$ cat src/rtl/cpu_types_pkg.sv
// Shared CPU datapath types and the fetch-stage state encoding.
package cpu_types_pkg;

  typedef logic [31:0] word_t;

  typedef enum logic [1:0] {
    RESET  = 2'd0,
    REQ    = 2'd1,
    SQUASH = 2'd2,
    HALTED = 2'd3
  } fetch_state_t;

  localparam word_t WORD_INC = 32'd4;

  // Instruction addresses are always word aligned; low bits are dropped.
  function automatic word_t word_align(input word_t addr);
    return {addr[31:2], 2'b00};
  endfunction

endpackage

$ cat src/rtl/fetch_unit.sv
// Instruction fetch stage: owns the PC, issues held imem reads and fills
// the IF/ID latch.
//
//   state  | meaning
//   RESET  | one idle cycle after reset, no imem request
//   REQ    | requesting imem at pc; accepts hits, stalls, redirects
//   SQUASH | redirect arrived mid-read; hold address, drop data, then jump
//   HALTED | fetch stopped for good until reset
module fetch_unit
  import cpu_types_pkg::*;
#(
  parameter word_t PC_INIT = 32'h0000_0000
) (
  input  logic        CLK,
  input  logic        nRST,
  input  logic        ihit,
  input  logic [31:0] imemload,
  output logic        imemREN,
  output logic [31:0] imemaddr,
  input  logic        stall,
  input  logic        redirect,
  input  logic [31:0] redirect_pc,
  input  logic        halt,
  output logic [31:0] instr,
  output logic [31:0] npc,
  output logic        instr_valid,
  output logic        halted
);

  fetch_state_t state_q, state_d;
  word_t        pc_q, pc_d;
  word_t        pend_pc_q, pend_pc_d;
  word_t        instr_q, instr_d;
  word_t        npc_q, npc_d;
  logic         instr_valid_q, instr_valid_d;

  word_t pc_inc;
  word_t redir_tgt;

  assign pc_inc    = pc_q + WORD_INC;
  assign redir_tgt = word_align(redirect_pc);

  // Next-state and IF/ID update; halt beats redirect beats stall beats ihit.
  always_comb begin
    state_d       = state_q;
    pc_d          = pc_q;
    pend_pc_d     = pend_pc_q;
    instr_d       = instr_q;
    npc_d         = npc_q;
    instr_valid_d = instr_valid_q;

    unique case (state_q)
      RESET: begin
        state_d = REQ;
      end
      REQ: begin
        if (halt) begin
          state_d       = HALTED;
          instr_valid_d = 1'b0;
        end else if (redirect) begin
          instr_valid_d = 1'b0;
          if (ihit) begin
            pc_d = redir_tgt;
          end else begin
            pend_pc_d = redir_tgt;
            state_d   = SQUASH;
          end
        end else if (stall) begin
          // IF/ID and pc hold so decode sees the same instruction again.
        end else if (ihit) begin
          instr_d       = imemload;
          npc_d         = pc_inc;
          instr_valid_d = 1'b1;
          pc_d          = pc_inc;
        end else begin
          instr_valid_d = 1'b0;
        end
      end
      SQUASH: begin
        instr_valid_d = 1'b0;
        if (halt) begin
          state_d = HALTED;
        end else if (ihit) begin
          // The outstanding read is complete; its data is discarded.
          pc_d    = redirect ? redir_tgt : pend_pc_q;
          state_d = REQ;
        end else if (redirect) begin
          pend_pc_d = redir_tgt;
        end
      end
      HALTED: begin
        instr_valid_d = 1'b0;
      end
      default: begin
        state_d = RESET;
      end
    endcase
  end

  // State and IF/ID registers with asynchronous active-low reset.
  always_ff @(posedge CLK or negedge nRST) begin
    if (!nRST) begin
      state_q       <= RESET;
      pc_q          <= word_align(PC_INIT);
      pend_pc_q     <= '0;
      instr_q       <= '0;
      npc_q         <= '0;
      instr_valid_q <= 1'b0;
    end else begin
      state_q       <= state_d;
      pc_q          <= pc_d;
      pend_pc_q     <= pend_pc_d;
      instr_q       <= instr_d;
      npc_q         <= npc_d;
      instr_valid_q <= instr_valid_d;
    end
  end

  assign imemREN     = (state_q == REQ) || (state_q == SQUASH);
  assign imemaddr    = pc_q;
  assign instr       = instr_q;
  assign npc         = npc_q;
  assign instr_valid = instr_valid_q;
  assign halted      = (state_q == HALTED);

endmodule

$ cat config.mk
export PLATFORM = sky130hd
export DESIGN_NAME = fetch_unit
export DESIGN_NICKNAME = d
export VERILOG_FILES = /design/src/rtl/cpu_types_pkg.sv /design/src/rtl/fetch_unit.sv
export SDC_FILE = /design/constraint.sdc
export NUM_CORES = 1
export LEC_CHECK = 0
export BUFFER_PORTS_ARGS = -buffer_cell sky130_fd_sc_hd__buf_2
export CELL_PAD_IN_SITES_DETAIL_PLACEMENT = 0
export CELL_PAD_IN_SITES_GLOBAL_PLACEMENT = 2
export CORE_AREA = 2 2 148 136
export DETAILED_ROUTE_END_ITERATION = 8
export DIE_AREA = 0 0 150 138
export GPL_TIMING_DRIVEN = 0
export PLACE_DENSITY = 0.75
export SLEW_MARGIN = 25
export SYNTH_ARGS = -nofsm -noshare
export SYNTH_HDL_FRONTEND = slang
export SYNTH_SLANG_ARGS = --single-unit
$ cat constraint.sdc
create_clock -name CLK -period 2.81 [get_ports CLK]
set_clock_uncertainty 0.1 [all_clocks]
set_input_delay 0.281 -clock CLK [delete_from_list [all_inputs] [get_ports CLK]]
set_output_delay 0.281 -clock CLK [all_outputs]
set_load 0.05 [all_outputs]
Word-level counts from Yosys, hierarchy flattened
Cells that the tools add are included.

cells by class
  $add $sub $neg = 1
  equality and inequality tests = 16
  multiplexer cells = 26
  bitwise logic cells = 3
  reductions and logical operators = 11

operator list
  cell                                                                   count
  32-bit two-way mux                                                     13
  32-bit case mux with 2 select lines                                    2
  32-bit by 3-bit adder with 32-bit output, second input constant        1
  3-bit inequality test, second input constant                           6
  2-bit inequality test, second input constant                           6
  2-bit two-way mux                                                      5
  7-bit AND reduction                                                    1
  2-bit case mux with 3 select lines                                     1
  6-bit AND reduction                                                    1
  5-bit AND reduction                                                    1
  2-bit equality test, second input constant                             2
  1-bit two-way mux                                                      4
  4-bit inequality test, second input constant                           1
  4-bit AND reduction                                                    1
  2-bit nonzero test                                                     2
  1-bit inverter                                                         3
  3-bit nonzero test                                                     1
  2-bit by 1-bit equality test with 1-bit output, second input constant  1
  2-bit zero test                                                        1
  1-bit case mux with 2 select lines                                     1
  2-bit AND reduction                                                    1
  2-bit OR reduction                                                     1
  1-bit logical OR                                                       1

storage, ports and cells
  flip-flop bits (word level) = 131
  bits of input ports = 70
  output and inout bits = 99
  logic and storage cells = 63

Logic depth before layout (Yosys ltp)
  word-level depth = 6
  gate-level depth with buffers = 9
  mapped depth without buffers = 7

Worst setup path after synthesis
Ideal clock, no wire load.

  path kind = reg-to-reg
  start = register pc_q[15], in the netlist imemaddr[15]
  end = register pc_q[25], in the netlist imemaddr[25]
  library setup time = 0.083 ns
  arrival = 2.431 ns
  data required time = 2.627 ns
  path slack = 0.196 ns
  cell stages (with the launch flop) = 8
  buffers on the path = 2
  clock period less this slack = 2.614 ns
  cell sequence = dfrtp_1 -> buf_4 -> nand4_2 -> or3_1 -> buf_2 -> or4_4 -> o31a_1 -> o22ai_1

between the ends
  longest elaborated chain between the ends = 6

ends and longest elaborated chain
  element                                   RTL line           RTL
  start, declared                           fetch_unit.sv:31   word_t pc_q, pc_d;
  start signal, assigned                    fetch_unit.sv:104  pc_q <= word_align(PC_INIT);
  start signal, assigned                    fetch_unit.sv:111  pc_q <= pc_d;
  32-bit by 3-bit adder with 32-bit output  fetch_unit.sv:40   assign pc_inc = pc_q + WORD_INC;
  32-bit two-way mux                        fetch_unit.sv:70   end else if (ihit) begin
  32-bit two-way mux                        fetch_unit.sv:68   end else if (stall) begin
  32-bit two-way mux                        fetch_unit.sv:60   end else if (redirect) begin
  32-bit two-way mux                        fetch_unit.sv:57   if (halt) begin
  32-bit case mux with 2 select lines       fetch_unit.sv:52   unique case (state_q)

Every way passes these cells. The select of a mux whose other input is x is not followed.
A chain may end at the register's enable or synchronous reset.

Final worst setup path
  start = register state_q[1]
  end = register instr_q[26], in the netlist instr[26]

between the ends
  longest elaborated chain between the ends = 2

ends and longest elaborated chain
  element                                         RTL line           RTL
  start, declared                                 fetch_unit.sv:30   fetch_state_t state_q, state_d;
  start signal, assigned                          fetch_unit.sv:110  state_q <= state_d;
  2-bit by 1-bit equality test with 1-bit output  fetch_unit.sv:52
  5-bit AND reduction (no source line)            n/a
  end signal, assigned                            fetch_unit.sv:113  instr_q <= instr_d;
  end, declared                                   fetch_unit.sv:33   word_t instr_q, instr_d;

Every way passes these cells.

==> results.md <==
- Grt ovf: 0
- Iteration-0 DRC Markers: 403
- Sw Pwr: 5.18 mW
- Port Buf Inserts: 166
- Power Dens Cells: 1270 mW/mm2
- Sequential power share: 0.316
- H-tree depth: 4
- P_leak: 3.87 nW
- Die Span Y: 138 um
- Critical Path AT: 2.90 ns
- Post-Place Worst Slack: -0.0221 ns
- Synthesized instance count: 581
- Post-Syn Nets: 657
- Area delta synth->final: 35.6%
- CP most frequent cell: buf_2
- Share of cells above drive strength 1: 0.355
- Worst setup SP type: register
- Setup repair after global routing missed its margin: yes
- Sw frac: 0.482
- Synth area leaders: dfrtp_1 53%, mux2_2 11%, o21ai_0 5.1%
- Core outline area: 0.0194 mm2
- F_max: 371 MHz
- Gr usage total: 0.197
- Worst-path cell chain: inv_1 > ha_2 > or4b_2 > clkbuf_1 > buf_2 > buf_2 > mux2_2
- WL final: 20.1 mm
- Routed vias/inst: 5.01
- Maxcap violations: 0
- Placed Instance Area: 0.00743 mm2
- Routed length per instance: 18.7 um
- Setup TNS: 0 ns
- Top_reg_cell synth: dfrtp_1
- Final non-filler cell total: 1073
- Die area: 0.0207 mm2
- Cell area after layout: 0.00846 mm2
- Routability cong.: 0.893
- Seq. cell area: 0.00328 mm2
- Library cells used by synthesis: 50
- Most frequent cells in the layout: 171 x buf_2, 131 x dfrtp_1, 63 x mux2_2, 63 x o21ai_0, 58 x nand2_1
- Clock Power Share: 0.216
- Initial core utilization: 0.322
- Tmin final: 2.70 ns
- Inst Count DP: 1003
- R2R Setup Slk: 0.11 ns
- Cell type with the largest total area after synthesis: dfrtp_1
- TritonCTS clock tree: done
- Via count: 5371
- Die X: 150 um
- Seq/Total Area, Yosys: 0.525
- CP max stage delay: 0.67 ns
- CTS Buffer Depth: 2
- Crit Path Class: reg -> reg
- Area of the multi-input gates: 0.00274 mm2
- Post-synth EDFFs: 0
- Slowest CP cell: or4b_2
- Clock Latency Late Sink: 0.42 ns
- Worst Setup End Kind: register
- Status: finished clean
- Comb power frac: 0.468
- Num rows: 49
- Avg Cell Area, Syn: 10.7 um2
- CTS root buffer: clkbuf_16
- DRT Pass-1 Iters: 5
- Initial antenna violation count: 0
- Fin nets: 881
- Overall power: 10.7 mW
- Seq cells post-synth: 131
- Final setup violation count: 0
- Fill cells: 1909
- Slew Limit Fails: 0
- Commonest non-fill, non-tap cell in the layout: buf_2
- Drt drc: 0
- Worst-Margin Slew: 0.817 ns
- CTS Buf Count: 17
- Worst path required time: 3.02 ns
- Final Hold Vio Count: 0
- Setup Fix Bufs, Post-CTS: 0
- Hold Path Class: in -> reg
- Pin count of the biggest net entering global routing: 93
- Worst-path fanout max: 10
- Clock Sinks: 131
- Slew margin rel.: 0.455
- Top-area cell type share of the netlist area: 0.525
- Final HPWL DP: 14.8 mm
- Worst-path clk slew: 0.06 ns
- Async set-reset flop share out of synthesis: 1.00
- Setup ws final: 0.114 ns
- First-pass GRT wire length: 31.0 mm
- Vias in the first global route: 5337
- N_diodes: 0
- Pint: 5.56 mW
- Post-Syn Area: 0.00624 mm2
- Yosys warns: 0
- Ports: 169
- Tcrit/Tclk final: 0.959
- Post-route ant nets: 0
- VDD IR max: 0.394 mV
==> metrics by stage <==
step	util	hold slack (ns)
global route	0.437	0.00284
global placement	0.381	0.361
CTS	0.435	0.000182
finish	0.437	0.0101
detailed placement	0.384	0.0825
floorplan	-	-0.115
==> repair_timing <==
item | 4_1_cts | 5_1_grt
endpoints found under the hold margin | 75 | 1
gates resized for setup | 3 | 13
hold buffers | 37 | 1
endpoints found under the setup margin | 21 | 71
==> logic make-up after synthesis <==
| kind of cell | count (synthesis) | share of synthesized area |
|---|---|---|
| fa+ha+maj | 6 | 0.0120 |
| xor+xnor | 28 | 0.0393 |
| simple gates | 137 | 0.105 |
| buf+inv | 60 | 0.0389 |
| compound gates | 151 | 0.157 |
| mux | 68 | 0.122 |
| flops | 131 | 0.525 |
==> worst max-delay path: cells and delay by family, from the launching register on <==
| kind | cells | cell delay (ns) |
|---|---|---|
| DFF | 1 | 0.43 |
| muxes | 1 | 0.30 |
| adders and majority gates | 1 | 0.24 |
| and+or+nand+nor | 1 | 0.67 |
| buffers and inverters | 4 | 0.83 |
==> flip-flops by register name, indices dropped and copies added (netlist names) <==
| signal | count |
|---|---|
| pend_pc_q | 32 |
| instr | 32 |
| state_q | 2 |
| npc | 32 |
| imemaddr | 32 |
| instr_valid | 1 |
==> power groups by stage <==
stage | logic (mW) | registers, mW | clock network [mW]
5_1_grt | 5.35 | 3.52 | 2.46
2_1_floorplan | 1.51 | 5.51 | 0
4_1_cts | 5.05 | 3.39 | 2.37
3_3_place_gp | 4.94 | 3.38 | 0
6_report | 5.03 | 3.39 | 2.32
3_5_place_dp | 5.00 | 3.42 | 0
==> final timing paths <==
| kind | startpoint | endpoint | cells past startpoint |
|---|---|---|---|
| max | state_q[1] | instr[26] | 7 |
| min | redirect_pc[22] | pend_pc_q[22] | 2 |
| max reg2reg | state_q[1] | instr[26] | 7 |
| min reg2reg | npc[22] | npc[22] | 2 |
| max in group asynchronous | nRST | imemaddr[28] | 3 |
| min in group asynchronous | nRST | npc[1] | 2 |
==> layer usage <==
layer | vias up | global-route usage | wire (um) | share of wire
met3 | 23 | 0.0383 | 987 | 0.049
li1 | 2554 | - | - | -
met1 | 2622 | 0.287 | 9680 | 0.48
met5 | - | 0 | 0 | 0
met4 | 0 | 0.0536 | 316 | 0.016
met2 | 172 | 0.302 | 9080 | 0.45
==> synth_stat cells (all sizes together) (3+ instances only) <==
cell / n
nor4: 6
a21o: 4
inv: 19
a22oi: 12
o211ai: 3
a22o: 4
a211oi: 3
and3: 4
o31a: 8
ha: 6
o21ai: 63
buf: 13
nor3: 7
a221oi: 4
xor2: 9
nand4: 7
nor2: 26
clkbuf: 28
a222oi: 7
o22ai: 6
o2bb2ai: 9
dfrtp: 131
a21oi: 19
nand3: 13
mux2i: 5
or4: 3
mux2: 63
or3: 4
nand2: 58
xnor2: 19
==> area by class of cell <==
| type | instances | area share |
|---|---|---|
| timing repair buffer | 205 | 0.148 |
| sequential | 131 | 0.388 |
| clock buffer | 18 | 0.0519 |
| buffer | 41 | 0.0213 |
| inverter | 19 | 0.00843 |
| clock inverter | 14 | 0.0212 |
| multi-input combinational | 390 | 0.324 |
| tap | 255 | 0.0377 |
No activity file was read; power rests on OpenSTA's default activity.
